**src/rtl/lmsm_engine_if.sv**
```systemverilog
// Memory and register-file side bus of the load/store-multiple sequencer.
interface lmsm_engine_if #(
  parameter int unsigned DATA_W = 16,
  parameter int unsigned ADDR_W = 16,
  parameter int unsigned RA_W   = 3
);
  logic              mem_req;
  logic              mem_we;
  logic [ADDR_W-1:0] mem_addr;
  logic [DATA_W-1:0] mem_wdata;
  logic              mem_ack;
  logic [DATA_W-1:0] mem_rdata;
  logic [RA_W-1:0]   rf_radd;
  logic [DATA_W-1:0] rf_rdata;
  logic              rf_wen;
  logic [RA_W-1:0]   rf_wadd;
  logic [DATA_W-1:0] rf_wdata;

  modport master (
    output mem_req, mem_we, mem_addr, mem_wdata, rf_radd, rf_wen, rf_wadd, rf_wdata,
    input  mem_ack, mem_rdata, rf_rdata
  );

  modport slave (
    input  mem_req, mem_we, mem_addr, mem_wdata, rf_radd, rf_wen, rf_wadd, rf_wdata,
    output mem_ack, mem_rdata, rf_rdata
  );
endinterface

```
**src/rtl/lmsm_engine.sv**
```systemverilog
// Load-multiple/store-multiple sequencer: one memory access per set mask bit, lowest first.
// Optional base-register writeback enabled by defining LMSM_WRITEBACK_EN.
module lmsm_engine #(
  parameter int unsigned DATA_W = 16,
  parameter int unsigned ADDR_W = 16,
  parameter int unsigned NREGS  = 8,
  localparam int unsigned RA_W  = $clog2(NREGS)
) (
  input  logic              clk,
  input  logic              proc_rst,
  input  logic              start,
  input  logic              is_store,
  input  logic [ADDR_W-1:0] base_addr,
  input  logic [NREGS-1:0]  reg_mask,
  input  logic [RA_W-1:0]   base_reg,
  output logic              busy,
  output logic              done,
  lmsm_engine_if.master     bus
);

  typedef enum logic [1:0] {IDLE, ACCESS, WB, DONE} state_t;

`ifdef LMSM_WRITEBACK_EN
  localparam state_t AFTER_XFER = WB;
`else
  localparam state_t AFTER_XFER = DONE;
`endif

  state_t            state;
  logic [NREGS-1:0]  mask_q;
  logic [ADDR_W-1:0] cur_addr;
  logic              store_q;
  logic [RA_W-1:0]   idx;
  logic [NREGS-1:0]  mask_rem;
  logic              ld_wr;
  logic              in_wb;

`ifdef LMSM_WRITEBACK_EN
  logic [RA_W-1:0]   breg_q;
`else
  logic              unused_base_reg;
  assign unused_base_reg = ^base_reg;
`endif

  // Lowest set bit of the remaining mask.
  always_comb begin
    idx = '0;
    for (int i = int'(NREGS) - 1; i >= 0; i--) begin
      if (mask_q[i]) idx = RA_W'(i);
    end
  end

  assign mask_rem = mask_q & ~(NREGS'(1) << idx);

  always_ff @(posedge clk or posedge proc_rst) begin
    if (proc_rst) begin
      state    <= IDLE;
      mask_q   <= '0;
      cur_addr <= '0;
      store_q  <= 1'b0;
`ifdef LMSM_WRITEBACK_EN
      breg_q   <= '0;
`endif
    end else begin
      case (state)
        IDLE: begin
          if (start) begin
            store_q  <= is_store;
            mask_q   <= reg_mask;
            cur_addr <= base_addr;
`ifdef LMSM_WRITEBACK_EN
            breg_q   <= base_reg;
`endif
            state    <= (reg_mask == '0) ? AFTER_XFER : ACCESS;
          end
        end
        ACCESS: begin
          // Without an ack everything holds, giving clean wait states.
          if (bus.mem_ack) begin
            mask_q   <= mask_rem;
            cur_addr <= cur_addr + ADDR_W'(1);
            if (mask_rem == '0) state <= AFTER_XFER;
          end
        end
        WB:      state <= DONE;
        DONE:    state <= IDLE;
        default: state <= IDLE;
      endcase
    end
  end

  // Outputs decode the state register so reset clears them asynchronously.
  assign busy          = (state == ACCESS) || (state == WB);
  assign done          = (state == DONE);
  assign bus.mem_req   = (state == ACCESS);
  assign bus.mem_we    = bus.mem_req & store_q;
  assign bus.mem_addr  = cur_addr;
  assign bus.mem_wdata = bus.mem_req ? bus.rf_rdata : '0;
  assign bus.rf_radd   = bus.mem_req ? idx : '0;

  assign ld_wr = bus.mem_req & bus.mem_ack & ~store_q;
`ifdef LMSM_WRITEBACK_EN
  assign in_wb = (state == WB);
  assign bus.rf_wen   = ld_wr | in_wb;
  assign bus.rf_wadd  = ld_wr ? idx : (in_wb ? breg_q : '0);
  assign bus.rf_wdata = ld_wr ? bus.mem_rdata : (in_wb ? DATA_W'(cur_addr) : '0);
`else
  assign in_wb = 1'b0;
  assign bus.rf_wen   = ld_wr | in_wb;
  assign bus.rf_wadd  = ld_wr ? idx : '0;
  assign bus.rf_wdata = ld_wr ? bus.mem_rdata : '0;
`endif

endmodule
```
**src/flat_wrapper.sv**
```systemverilog
// flat-port wrapper written by rule: the top's interface ports become plain ports
module lmsm_engine_flat 
#(
  parameter int unsigned DATA_W = 16,
  parameter int unsigned ADDR_W = 16,
  parameter int unsigned NREGS  = 8,
  localparam int unsigned RA_W  = $clog2(NREGS)
)
  (clk, proc_rst, start, is_store, base_addr, reg_mask, base_reg, busy, done, bus_mem_req, bus_mem_we, bus_mem_addr, bus_mem_wdata, bus_rf_radd, bus_rf_wen, bus_rf_wadd, bus_rf_wdata, bus_mem_ack, bus_mem_rdata, bus_rf_rdata);
  lmsm_engine_if #(.DATA_W(DATA_W), .ADDR_W(ADDR_W)) bus_i ();
  input  logic clk;
  input  logic proc_rst;
  input  logic start;
  input  logic is_store;
  input  logic [ADDR_W-1:0] base_addr;
  input  logic [NREGS-1:0] reg_mask;
  input  logic [RA_W-1:0] base_reg;
  output logic busy;
  output logic done;
  output wire logic [$bits(bus_i.mem_req)-1:0] bus_mem_req;
  output wire logic [$bits(bus_i.mem_we)-1:0] bus_mem_we;
  output wire logic [$bits(bus_i.mem_addr)-1:0] bus_mem_addr;
  output wire logic [$bits(bus_i.mem_wdata)-1:0] bus_mem_wdata;
  output wire logic [$bits(bus_i.rf_radd)-1:0] bus_rf_radd;
  output wire logic [$bits(bus_i.rf_wen)-1:0] bus_rf_wen;
  output wire logic [$bits(bus_i.rf_wadd)-1:0] bus_rf_wadd;
  output wire logic [$bits(bus_i.rf_wdata)-1:0] bus_rf_wdata;
  input wire logic [$bits(bus_i.mem_ack)-1:0] bus_mem_ack;
  input wire logic [$bits(bus_i.mem_rdata)-1:0] bus_mem_rdata;
  input wire logic [$bits(bus_i.rf_rdata)-1:0] bus_rf_rdata;
  assign bus_mem_req = bus_i.mem_req;
  assign bus_mem_we = bus_i.mem_we;
  assign bus_mem_addr = bus_i.mem_addr;
  assign bus_mem_wdata = bus_i.mem_wdata;
  assign bus_rf_radd = bus_i.rf_radd;
  assign bus_rf_wen = bus_i.rf_wen;
  assign bus_rf_wadd = bus_i.rf_wadd;
  assign bus_rf_wdata = bus_i.rf_wdata;
  assign bus_i.mem_ack = bus_mem_ack;
  assign bus_i.mem_rdata = bus_mem_rdata;
  assign bus_i.rf_rdata = bus_rf_rdata;
  lmsm_engine #(.DATA_W(DATA_W), .ADDR_W(ADDR_W), .NREGS(NREGS)) u_core (.clk(clk), .proc_rst(proc_rst), .start(start), .is_store(is_store), .base_addr(base_addr), .reg_mask(reg_mask), .base_reg(base_reg), .busy(busy), .done(done), .bus(bus_i));
endmodule
```
**config.mk**
```make
export PLATFORM = sky130hd
export DESIGN_NAME = lmsm_engine_flat
export DESIGN_NICKNAME = d
export VERILOG_FILES = /design/src/rtl/lmsm_engine_if.sv /design/src/rtl/lmsm_engine.sv /design/src/flat_wrapper.sv
export SDC_FILE = /design/constraint.sdc
export NUM_CORES = 1
export LEC_CHECK = 0
export CAP_MARGIN = 20
export CORE_MARGIN = 3
export CORE_UTILIZATION = 37
export CTS_CLUSTER_DIAMETER = 100
export CTS_CLUSTER_SIZE = 16
export DETAILED_ROUTE_END_ITERATION = 12
export PLACE_DENSITY = 0.81
export SYNTH_ARGS = -nofsm -noshare
export SYNTH_HDL_FRONTEND = slang
export SYNTH_SLANG_ARGS = --single-unit
export TNS_END_PERCENT = 5
```
**constraint.sdc**
```tcl
create_clock -name clk -period 2.32 [get_ports clk]
set_input_delay 0.348 -clock clk [delete_from_list [all_inputs] [get_ports clk]]
set_output_delay 0.348 -clock clk [all_outputs]
set_load 0.02 [all_outputs]
```
==> results summary <==
The flow ran to the end, and the final reports show no timing, DRC or antenna violations. The final antenna diode count is 0. Setup repair after global routing could not meet its margin everywhere. The total count of max-transition violations in the final report is 0. The sort of element at the end of the critical path is a primary output. The initial antenna violation count is 0. The aggregate routed wire length came out at 6.202 mm. The via count of the first global-routing pass is 2214. In the routed layout, each cell is associated on average with a via count of 5.174. The count of final hold-check violations came out at 0. The first-pass iteration count of the detailed router came out at 4. The post-synthesis cell count is 242. Entering global routing, the biggest net connects 33 pins. The highest attainable clock frequency came out at 436.8 MHz. The number of nets produced by synthesis came out at 312. The relative slew slack is 0.6573. The register area share after synthesis came out at 0.3468. The kind of critical path is reg -> out. The cell total after placement came out at 432.

The I/O pin count came out at 123. The area of the core came out at 4911 um^2. The total of max-cap violations is 0. The full die area came out at 6172 um^2.

The smallest clock period supported by the final layout is computed as 2.289 ns. The internal power is 0.002223 W. The post-synthesis instance area is 1948 um^2. The final standard cell count with taps included and fillers excluded is 436. The number of clock sinks seen by CTS is 27. The initial utilization of the core area, before any placement, comes to 0.3967. The number of setup buffers added after CTS came out at 0. The clock reaches the later pin of the worst-skew pair after 0.27 ns. After detailed placement, the total cell area comes to 3309 um^2. The transition time at the pin with the least slew margin is 0.5122 ns. The signal on the critical path passes through inv_1 -> ha_2 -> nand2_1 -> or2_2 -> inv_1 -> buf_12 -> and2_1 -> clkdlybuf4s15_1. Detailed placement ended at an HPWL of 4.823 mm. The longest clock path from root to sink contains 2 buffers. The cell with the largest stage delay on the worst path is sky130_fd_sc_hd__dfrtp_1. The power after layout came out at 0.004255 W. The first global-routing pass estimated 10.18 mm of wire. The switching fraction of total power came out at 0.4775. The area growth from synthesis to final layout came out at 68.72%. The leakage power summed over all cells came out at 1.494 nW. The routability congestion estimate from global placement came out at 0.8471. The count of antenna-violating nets left after detailed routing came out at 0. By area the synthesized netlist is led by sky130_fd_sc_hd__dfrtp_1 (35%), sky130_fd_sc_hd__and2_1 (11%), sky130_fd_sc_hd__a21oi_1 (6.9%).

The share of Yosys cell area claimed by the top area cell type is 0.3468. The final number of setup-violating endpoints is 0. Clock-pin slew was measured on the worst setup and hold paths at 0.10 ns. The number of input and output port buffers inserted is 119.

The vertical extent of the die is 78.56 um. The power density over cell area is 1294 nW/um^2. The portion of total power attributed to combinational logic is 0.700. The warning count from the yosys run is 0. The clock share of power is 0.064. The horizontal die dimension came out at 78.56 um.

The post-detailed-route DRC marker count is 0. The proportion of layout cells with a drive suffix above 1 came out at 0.1301. The via count of the routed design is 2256. The peak ir drop on the vdd network came out at 0.0007551 V.

After synthesis, the netlist uses 40 different library cells. The period utilization is 0.9867. The synthesized flop and latch total is 27.

The per-cell routed wire length is 14.22 um. The arrival time at the worst endpoint is 1.94 ns. The average size of a mapped cell came out at 8.050 um^2.

In this run the worst hold path is classified as in -> async. The library cell used as clock root buffer is sky130_fd_sc_hd__clkbuf_8. TritonCTS created 3 clock buffers. In this design, the critical path's most frequently occurring cell is sky130_fd_sc_hd__inv_1. The total non-filler cell area in the finished layout is 3287 um^2. The row count is 25. The maximum fanout encountered on the critical timing path is 17.

The worst setup path is launched from a flop. At the end of the flow, the number of nets in the layout was 440. The initial detailed-routing violation count came out at 90. Data on the critical path is required at its endpoint by 1.97 ns.

TritonCTS built the clock tree. The analysis attributes to net switching a power of 0.002032 W. The number of H-tree levels came out at 1.

The all-layer global routing usage came out at 0.1984. The setup clock skew after layout came out at 0.007730 ns. The final setup TNS is 0 ns. The sequential fraction of design power came out at 0.236.

The synthesized design spends more area on one cell type than any other, namely sky130_fd_sc_hd__dfrtp_1. Timing analysis after detailed placement gives a worst setup slack of -0.2303 ns. The largest stage delay on the critical path is 0.39 ns. The overall overflow remaining after global route came out at 0.

The minimum setup slack in the final design is 0.03076 ns.
[logic make-up after synthesis]
family,Yosys count,synth area share
compound gates,69,0.2164
fa+ha+maj,7,0.04367
buf+inv,19,0.04046
flops,27,0.3468
mux,10,0.05202
simple gates,110,0.3006
[placed cells by master, fill, tap and decap left out, types with 4 or more instances in the layout]
master,synthesis,final
sky130_fd_sc_hd__nand2_1,28,28
sky130_fd_sc_hd__dlymetal6s2s_1,0,7
sky130_fd_sc_hd__o22ai_1,11,11
sky130_fd_sc_hd__a22o_1,5,5
sky130_fd_sc_hd__ha_1,6,5
sky130_fd_sc_hd__nor2_1,9,9
sky130_fd_sc_hd__clkdlybuf4s50_1,0,90
sky130_fd_sc_hd__clkbuf_2,0,17
sky130_fd_sc_hd__nand4_1,4,4
sky130_fd_sc_hd__dfrtp_1,27,27
sky130_fd_sc_hd__o21ai_0,14,14
sky130_fd_sc_hd__and2_1,33,33
sky130_fd_sc_hd__nor2b_1,4,4
sky130_fd_sc_hd__inv_1,6,6
sky130_fd_sc_hd__a21oi_1,27,26
sky130_fd_sc_hd__nand3_1,10,10
sky130_fd_sc_hd__buf_4,0,14
sky130_fd_sc_hd__nor3_1,6,6
sky130_fd_sc_hd__mux2i_1,9,9
[cell usage after synthesis]
library cell	instances
sky130_fd_sc_hd__nor2_1	9
sky130_fd_sc_hd__a2bb2oi_1	1
sky130_fd_sc_hd__nor4_1	3
sky130_fd_sc_hd__ha_1	6
sky130_fd_sc_hd__inv_1	6
sky130_fd_sc_hd__buf_6	1
sky130_fd_sc_hd__and4_1	2
sky130_fd_sc_hd__nand2_1	28
sky130_fd_sc_hd__clkbuf_1	9
sky130_fd_sc_hd__a21oi_1	27
sky130_fd_sc_hd__nand2b_1	2
sky130_fd_sc_hd__and2_1	33
sky130_fd_sc_hd__and3_1	2
sky130_fd_sc_hd__a2111o_1	1
sky130_fd_sc_hd__a22oi_1	1
sky130_fd_sc_hd__maj3_1	1
sky130_fd_sc_hd__dfrtp_1	27
sky130_fd_sc_hd__or2_2	3
sky130_fd_sc_hd__a31oi_1	1
sky130_fd_sc_hd__o31ai_1	2
sky130_fd_sc_hd__or4_4	1
sky130_fd_sc_hd__o21ai_0	14
sky130_fd_sc_hd__o211ai_1	1
sky130_fd_sc_hd__clkinv_1	1
sky130_fd_sc_hd__or3_1	2
sky130_fd_sc_hd__o22ai_1	11
sky130_fd_sc_hd__o21bai_1	1
sky130_fd_sc_hd__nand3_1	10
sky130_fd_sc_hd__nand4_1	4
sky130_fd_sc_hd__mux2_2	1
sky130_fd_sc_hd__nor3_1	6
sky130_fd_sc_hd__buf_1	2
sky130_fd_sc_hd__a211oi_1	1
sky130_fd_sc_hd__nor2b_1	4
sky130_fd_sc_hd__or2_1	1
sky130_fd_sc_hd__a22o_1	5
sky130_fd_sc_hd__a22o_2	1
sky130_fd_sc_hd__a311oi_2	1
sky130_fd_sc_hd__a21o_1	1
sky130_fd_sc_hd__mux2i_1	9
[worst max-delay path, delay by kind of cell, from the launching register on]
kind          cells  cell delay, ns
fa+ha+maj         1            0.19
buf+inv           4            0.61
flops             1            0.39
simple gates      3            0.48
[layer usage]
metal	global-route usage	up-vias	wire length, um
li1	-	1123	-
met1	0.2425	1051	2595
met2	0.3676	80	3238
met3	0.03326	2	350
met4	0.03147	0	17
met5	0	-	0
[area by class of cell]
cell class	instances	area (um^2)
well taps	67	83.83
multi-input cells	196	1200
clock buffers	3	41.29
clock inverters	1	7.507
fillers	427	1624
repair buffers	135	1251
inverters	7	27.53
flip-flops and latches	27	675.6
[power groups by stage]
stage               clock network [W]  registers (W)  logic (W)
finish                       0.000273        0.00100    0.00298
global route                 0.000306        0.00105    0.00325
CTS                          0.000279       0.000993    0.00302
detailed placement                  0       0.000998    0.00305
global placement                    0       0.000992    0.00300
floorplan                           0        0.00112    0.00166
[flip-flops by register name, summed over array words and instances, names as in the netlist]
| register | count |
|---|---|
| u_core.store_q | 1 |
| u_core.mask_q | 8 |
| u_core.state | 2 |
| u_core.bus.mem_addr | 16 |
[per-stage QoR]
step | util | hold WS (ns)
after global routing | 0.6693 | 0.4849
after floorplan | - | 0.4007
after global placement | 0.6739 | 0.5057
final | 0.6693 | 0.4322
after detailed placement | 0.6739 | 0.5298
after CTS | 0.6820 | 0.4367
[final timing paths]
check / to / cells after the start / startpoint / slack, ns
max reg2reg: u_core.state[0]$_DFFE_PP0P_ / 5 / u_core.mask_q[3]$_DFFE_PP0P_ / 0.25
min: u_core.bus.mem_addr[15]$_DFFE_PP0P_ / 3 / proc_rst / 0.43
max: bus_rf_wdata[6] / 8 / u_core.state[1]$_DFFE_PP0P_ / 0.03
max in group asynchronous: u_core.mask_q[6]$_DFFE_PP0P_ / 3 / proc_rst / 1.62
min in group clk: u_core.store_q$_DFFE_PP0P_ / 1 / u_core.store_q$_DFFE_PP0P_ / 0.55
min reg2reg: u_core.store_q$_DFFE_PP0P_ / 1 / u_core.store_q$_DFFE_PP0P_ / 0.55
[repair_timing]
item                                    in CTS  in global routing
resized for setup                           38                 34
endpoints found under the setup margin      23                 38
hold buffers                                 0                  0
Note: power is estimated with default switching activity, not from simulation.
